$ cat src/rtl/keypad_scan_encoder.sv
// rtl/keypad_scan_encoder.sv - 4x4 matrix keypad scanner, frame debouncer and key encoder
//
// Drives one keypad row low at a time, samples the columns at the end of each
// row slot, and debounces whole 16-key frames. A press is reported once as a
// 4-bit code (4*row + col, lowest index wins). A new report requires a full
// release first.
//
// Ports:
//   clk        clock, rising edge
//   clr        reset, asynchronous, active-high
//   col_n[3:0] keypad columns, active-low, asynchronous to clk, pulled up
//   row_n[3:0] keypad row drive, active-low, exactly one bit low
//   key[3:0]   code of the last reported key
//   key_valid  one-cycle pulse per reported press
//   key_held   high from the report until the debounced release
//   keys[15:0] debounced pressed-key vector, bit 4*row + col
module keypad_scan_encoder #(
  parameter int SCAN_DIV = 1000,
  parameter int DEBOUNCE = 128
) (
  input  logic        clk,
  input  logic        clr,
  input  logic [3:0]  col_n,
  output logic [3:0]  row_n,
  output logic [3:0]  key,
  output logic        key_valid,
  output logic        key_held,
  output logic [15:0] keys
);

  localparam int SW  = $clog2(SCAN_DIV);
  localparam int STW = $clog2(DEBOUNCE + 1);
  localparam logic [SW-1:0]  SLOT_LAST = SW'(SCAN_DIV - 1);
  localparam logic [STW-1:0] STAB_MAX  = STW'(DEBOUNCE);

  typedef enum logic {
    IDLE,
    PRESSED
  } state_t;

  state_t         state_q, state_d;
  logic [3:0]     sync1_q, sync1_d;
  logic [3:0]     sync2_q, sync2_d;
  logic [SW-1:0]  slot_q, slot_d;
  logic [1:0]     row_q, row_d;
  logic [15:0]    snap_q, snap_d;
  logic [15:0]    prev_q, prev_d;
  logic [STW-1:0] stab_q, stab_d;
  logic [15:0]    keys_q, keys_d;
  logic [3:0]     key_q, key_d;
  logic           key_valid_q, key_valid_d;
  logic           key_held_q, key_held_d;

  logic           sample;
  logic           frame_end;
  logic           stable;
  logic [15:0]    snap_full;
  logic [3:0]     low_idx;

  // Last cycle of each row slot: the columns have had SCAN_DIV-3 cycles
  // to settle through the synchronizer since the row switched.
  assign sample    = (slot_q == SLOT_LAST);
  assign frame_end = sample && (row_q == 2'd3);

  // Snapshot as it will look after this cycle's sample; at frame end this
  // already holds row 3, so the debounce compares a complete frame.
  always_comb begin
    snap_full = snap_q;
    if (sample) begin
      snap_full[{row_q, 2'b00} +: 4] = ~sync2_q;
    end
  end

  // Lowest set bit wins when several keys are down together.
  always_comb begin
    low_idx = 4'd0;
    for (int i = 15; i >= 0; i--) begin
      if (snap_full[i]) begin
        low_idx = 4'(i);
      end
    end
  end

  always_comb begin
    row_n = ~(4'b0001 << row_q);
  end

  always_comb begin
    sync1_d     = col_n;
    sync2_d     = sync1_q;
    slot_d      = slot_q + SW'(1);
    row_d       = row_q;
    snap_d      = snap_q;
    prev_d      = prev_q;
    stab_d      = stab_q;
    keys_d      = keys_q;
    key_d       = key_q;
    key_valid_d = 1'b0;
    key_held_d  = key_held_q;
    state_d     = state_q;
    stable      = 1'b0;

    if (sample) begin
      slot_d = '0;
      row_d  = row_q + 2'd1;
      snap_d = snap_full;
    end

    if (frame_end) begin
      if (snap_full == prev_q) begin
        if (stab_q != STAB_MAX) begin
          stab_d = stab_q + STW'(1);
        end
      end else begin
        stab_d = '0;
      end
      prev_d = snap_full;
      stable = (stab_d == STAB_MAX);

      if (stable) begin
        keys_d = snap_full;
        case (state_q)
          IDLE: begin
            if (snap_full != '0) begin
              state_d     = PRESSED;
              key_d       = low_idx;
              key_valid_d = 1'b1;
              key_held_d  = 1'b1;
            end
          end
          PRESSED: begin
            // Other keys changing while held only update keys; no rollover.
            if (snap_full == '0) begin
              state_d    = IDLE;
              key_held_d = 1'b0;
            end
          end
          default: state_d = IDLE;
        endcase
      end
    end
  end

  always_ff @(posedge clk or posedge clr) begin
    if (clr) begin
      state_q     <= IDLE;
      sync1_q     <= 4'b1111;
      sync2_q     <= 4'b1111;
      slot_q      <= '0;
      row_q       <= 2'd0;
      snap_q      <= '0;
      prev_q      <= '0;
      stab_q      <= '0;
      keys_q      <= '0;
      key_q       <= 4'd0;
      key_valid_q <= 1'b0;
      key_held_q  <= 1'b0;
    end else begin
      state_q     <= state_d;
      sync1_q     <= sync1_d;
      sync2_q     <= sync2_d;
      slot_q      <= slot_d;
      row_q       <= row_d;
      snap_q      <= snap_d;
      prev_q      <= prev_d;
      stab_q      <= stab_d;
      keys_q      <= keys_d;
      key_q       <= key_d;
      key_valid_q <= key_valid_d;
      key_held_q  <= key_held_d;
    end
  end

  assign key       = key_q;
  assign key_valid = key_valid_q;
  assign key_held  = key_held_q;
  assign keys      = keys_q;

endmodule

$ cat config.mk
export PLATFORM = sky130hd
export DESIGN_NAME = keypad_scan_encoder
export DESIGN_NICKNAME = d
export VERILOG_FILES = /design/src/rtl/keypad_scan_encoder.sv
export SDC_FILE = /design/constraint.sdc
export NUM_CORES = 1
export LEC_CHECK = 0
export BUFFER_PORTS_ARGS = -buffer_cell sky130_fd_sc_hd__buf_2
export CORE_MARGIN = 1
export CORE_UTILIZATION = 40
export CTS_CLUSTER_DIAMETER = 150
export DETAILED_ROUTE_END_ITERATION = 10
export GPL_TIMING_DRIVEN = 0
export SLEW_MARGIN = 40
export SYNTH_ARGS = -nofsm -noshare
export SYNTH_HDL_FRONTEND = slang
export SYNTH_SLANG_ARGS = --single-unit
export TNS_END_PERCENT = 100
$ cat constraint.sdc
create_clock -name clk -period 3.19 [get_ports clk]
set_input_delay 0.319 -clock clk [delete_from_list [all_inputs] [get_ports clk]]
set_output_delay 0.319 -clock clk [all_outputs]
set_load 0.1 [all_outputs]
Word-level counts from Yosys, hierarchy flattened

Cells that the tools add are included.

Output and inout port bits: 26
Input port bits: 6
Word-level logic and storage cells: 66
Bits in registers: 83

Bitwise logic cells: 3
Mux-type cells: 31
Shift operators: 3
Eq/ne operators: 7
Reduce and logical (&&, ||, !) cells: 6
$add $sub $neg: 4

Operators with widths:

| cell                   | count |
|---|---|
| $mux 4                 | 16 |
| $mux 8                 | 3 |
| $bwmux 16              | 1 |
| $eq 16x16->1           | 1 |
| $logic_not 16->1       | 1 |
| $mux 16                | 1 |
| $reduce_bool 16->1     | 1 |
| $shift 4x6->16 const A | 1 |
| $shiftx 4x6->16        | 1 |
| $add 10x1->10 const B  | 1 |
| $eq 10x10->1 const B   | 1 |
| $mux 10                | 1 |
| $add 8x1->8 const B    | 1 |
| $eq 8x8->1 const B     | 1 |
| $ne 8x8->1 const B     | 1 |
| $not 4->4              | 2 |
| $reduce_and 4->1       | 2 |
| $mux 1                 | 7 |
| $neg 4->6              | 1 |
| $pmux 1 s2             | 2 |
| $shl 1x2->4 const A    | 1 |
| $add 2x1->2 const B    | 1 |
| $eq 2x2->1 const B     | 1 |
| $ne 2x1->1 const B     | 1 |
| 4 further kinds        | 4 |

Logic depth before layout (Yosys ltp)

Word-level depth: 20
Depth in mapped cells: 15
Gate-level depth less buffers: 12

Worst setup path before layout

No wires, ideal clock.

Path kind: register to register
From: register row_q[0]
To: register keys_q[0], in the netlist keys[0]
Stages on the path, launching flop included: 15
Library setup time: 125 ps
Arrival: 3196 ps
Clock period less this slack: 3322 ps
Buffers on the path: 4
Data required time: 3065 ps
Setup slack: -132 ps
Path through: dfrtp_1 -> clkbuf_2 -> inv_1 -> ha_1 -> buf_2 -> nor4bb_1 -> nand4_1 -> o2bb2ai_1 -> xnor2_1 -> nand4_1 -> nor3_2 -> nand3b_1 -> buf_4 -> buf_6 -> mux2_4

Word-level cells in the longest chain between the ends: 9
Elaborated cells on any way between the ends: 12
Classes of those cells: add/sub (1); eq/ne (3); shift (2); mux (4); reduce/logical (2)

Ends and longest elaborated chain:

| item                                                     | RTL line | text |
|---|---|---|
| start: declaration                                       | 45       | `logic [1:0] row_q, row_d;` |
| start signal: assignment                                 | 163      | `row_q <= row_d;` |
| $neg 4->6                                                | 70       | `snap_full[{row_q, 2'b00} +: 4] = ~sync2_q;` |
| $shiftx 4x6->16 / $shift 4x6->16 (equally long branches) | 70       |  |
| $bwmux 16                                                | 70       |  |
| $mux 16                                                  | 69       | `if (sample) begin` |
| $eq 16x16->1                                             | 110      | `if (snap_full == prev_q) begin` |
| $mux 8                                                   | 110      |  |
| $mux 8                                                   | 109      | `if (frame_end) begin` |
| $eq 8x8->1                                               | 118      | `stable = (stab_d == STAB_MAX);` |
| $reduce_and 2->1 (no source line)                        | n/a      |  |
| end signal: assignment                                   | 167      | `keys_q <= keys_d;` |
| end: declaration                                         | 49       | `logic [15:0] keys_q, keys_d;` |

Several ways; a longest one is shown, not always the timed one. The select of a mux whose other input is x is not followed.
A chain may end at the register's enable or synchronous reset.

Worst setup path in the final report

From: register row_q[0]
To: register keys_q[1], in the netlist keys[1]

The elaborated chain is that of the path after synthesis.

==> summary.txt <==
Status: complete, but fails checks
Violated checks: negative setup slack
Area delta synth->final: 31.1%
Die H: 106 um
GRT Residual Overflow: 0
Clk Latency, worst-skew pair: 360 ps
Clock Tree Buf Depth: 2
Worst setup EP type: register
Final worst path period share: 103%
Initial core utilization: 41.7%
Filler instances: 919
R2r endpoint: keys[1]$_DFFE_PP0P_
Syn Inst Count: 415
Root Buffer: clkbuf_8
Largest net degree at the start of global routing: 61
Setup WS post-layout: -106 ps
Internal reg-to-reg setup slack: -110 ps
Number of global-route vias before repair: 3397
Initial antenna violation count: 0
Yosys warns: 0
Worst VDD drop: 217 uV
Count of cell types in the netlist: 55
Die area: 11300 um^2
Placed cell area: 4770 um^2
Clock sinks: 83
Min cycle time layout: 3300 ps
Register Area: 2090 um^2
Least-Margin Pin Slew: 662 ps
Ys flop type: dfrtp_1
RD Place Congestion: 0.849
Synth Register Bits: 83
Total power: 1810 uW
Max-cap viol count: 0
H-tree Lvls: 3
Fmax: 303 MHz
WL/cell: 17.1 um
Fin nets: 514
Setup CP Type: register to register
First-pass GRT wire length: 17300 um
Antenna-violating nets left: 0
Avg Cell Area, Syn: 10.5 um^2
Register area share after synthesis: 48.1%
Path depth of the worst reg2reg path: 14
Setup Viol. Count Final: 21
Unrepaired setup endpoints after global routing: true
Hold path depth: 1
Clock Skew: 13.7 ps
Port Buffers: 31
Worst Hold Launch: col_n[0]
CTS tree: built
Worst Hold Class: input pin to register
Critical Path RT: 3440 ps
Final hold vios: 0
Area of the multi-input gates: 2480 um^2
Clock-pin slew on the worst setup and hold paths: 90 ps
Vias after detailed routing: 3449
Die width: 106 um
Final slew viol count: 0
Startpoint types: register
Via-to-Cell Ratio: 5.40
Commonest non-fill, non-tap cells in the layout: dfrtp_1 (74), buf_4 (39), buf_2 (33)
# IOs: 32
Routed WL: 10900 um
GRT Total Usage: 20.0%
Fraction of final layout cells sized beyond drive strength 1: 39.0%
Initial DRC count: 136
CTS Buf Count: 9
Syn nets: 431
Remaining DRCs: 0
Leakage: 0.00271 uW
Relative slew margins: 55.8%
Cell area after synthesis: 4340 um^2
Worst r2r src: row_q[0]$_DFFE_PP0N_
Fin area: 5690 um^2
Final Util: 54.6%
DP Wirelength: 7140 um
Critical path peak fanout: 7
Inserted Diodes: 0
Post-synth ARST share: 100%
Critical Path AT: 3550 ps
Commonest non-fill, non-tap cell in the layout: dfrtp_1
Post-synth EDFFs: 0
Core area: 10400 um^2
Hold worst-path end: sync1_q[0]$_DFF_PP1_
Row cnt: 37
Power per cell area: 318 nW/um^2
Router iterations before antenna repair: 4
[report_power, final]
part	internal, uW	switching, uW
sequential	1060	8.00
combinational	10.8	24.5
clock	287	416
total	1360	449
[synth_stat cells (3+ instances only)]
cell	n	area, um^2
a21o_1	6	45.0
a21oi_1	8	40.0
a22oi_1	4	30.0
a31oi_1	3	18.8
and3_1	8	50.1
and4_1	3	26.3
buf_2	6	30.0
clkbuf_1	14	52.6
dfrtp_1	75	1880
dfstp_2	8	210
ha_1	10	125
inv_1	19	71.3
mux2_2	22	248
mux2_4	7	105
mux2i_1	3	30.0
nand2_1	23	86.3
nand2b_1	6	37.5
nand3_1	13	65.1
nand3b_1	4	30.0
nand4_1	13	81.3
nand4bb_1	5	56.3
nor2_1	22	82.6
nor2b_1	4	25.0
nor3_1	7	35.0
nor3b_1	3	22.5
nor4_1	12	75.1
nor4bb_1	3	30.0
o211ai_1	4	30.0
o21ai_0	23	115
o22ai_1	3	18.8
o2bb2ai_1	4	35.0
o31a_1	7	61.3
or2_2	8	50.1
or3_1	9	56.3
or4b_1	4	40.0
xnor2_1	13	114
xor2_1	4	35.0
[worst max path at each step]
stage,slack (ps),end,cells past startpoint,startpoint
5_1_grt,-270,keys[5]$_DFFE_PP0P_,14,row_q[0]$_DFFE_PP0N_
4_1_cts,-80,keys[5]$_DFFE_PP0P_,14,row_q[0]$_DFFE_PP0N_
2_1_floorplan,4,keys[0]$_DFFE_PP0P_,14,row_q[0]$_DFFE_PP0N_
3_3_place_gp,-770,keys[5]$_DFFE_PP0P_,14,row_q[0]$_DFFE_PP0N_
3_5_place_dp,-810,keys[3]$_DFFE_PP0P_,14,row_q[0]$_DFFE_PP0N_
6_report,-110,keys[1]$_DFFE_PP0P_,14,row_q[0]$_DFFE_PP0N_
[metal layers]
metal	vias up	part of all wire (%)	track usage, %
li1	1671	-	-
met5	-	0	0
met2	41	48	31.1
met4	0	2.2	9.92
met3	17	2.6	3.19
met1	1720	47	27.0
[critical path, stage by stage, from the launching register on]
cell        delay [ps]
dfrtp_2            410
buf_8              110
clkinvlp_4         140
ha_4               300
buf_8              140
nor4b_2            270
nand4_1            250
a21oi_2            220
a2bb2oi_2          170
nand4_1            170
nor3_4             290
nand3b_1           120
buf_6              150
clkbuf_16          150
mux2_4             290
[stage by stage]
step	setup WS [ps]	hold slack (ps)	TNS [ps]	instances
finish	-106	51.2	-1530	639
global route	-267	22.1	-5730	639
CTS	-76.5	38.7	-916	624
detailed placement	-812	288	-20410	583
global placement	-772	345	-39890	582
floorplan	3.61	323	0	415
[cell type report]
cell class,instances,area share [%]
multi-input cells,288,43.6
flip-flops and latches,83,36.7
repair buffers,74,9.43
well taps,136,2.99
plain buffers,23,2.79
clock buffers,9,2.18
inverters,19,1.41
clock inverters,7,0.901
[state kept, by name, indices dropped and copies added, names as in the netlist]
name,cells
key,4
sync1_q,4
stab_q,8
key_held,1
sync2_q,4
state_q,1
snap_q,16
slot_q,10
key_valid,1
keys,16
row_q,2
prev_q,16
[logic make-up (layout without fill, tap and decap cells)]
group	count (synthesis)	count (layout)	synth area share [%]
xor+xnor	17	17	3.43
simple gates	158	158	21.6
buf+inv	44	132	4.27
fa+ha+maj	10	10	2.88
flops	83	83	48.1
compound gates	70	70	10.6
mux	33	33	9.08
[timing repair]
item,in CTS,in global routing
cloned,0,1
pin swaps,16,24
setup endpoints to repair,31,29
hold buffers,1,0
resized for setup,46,47
endpoints found under the hold margin,15,0
buffers inserted,25,15
No activity file was read; power rests on OpenSTA's default activity.
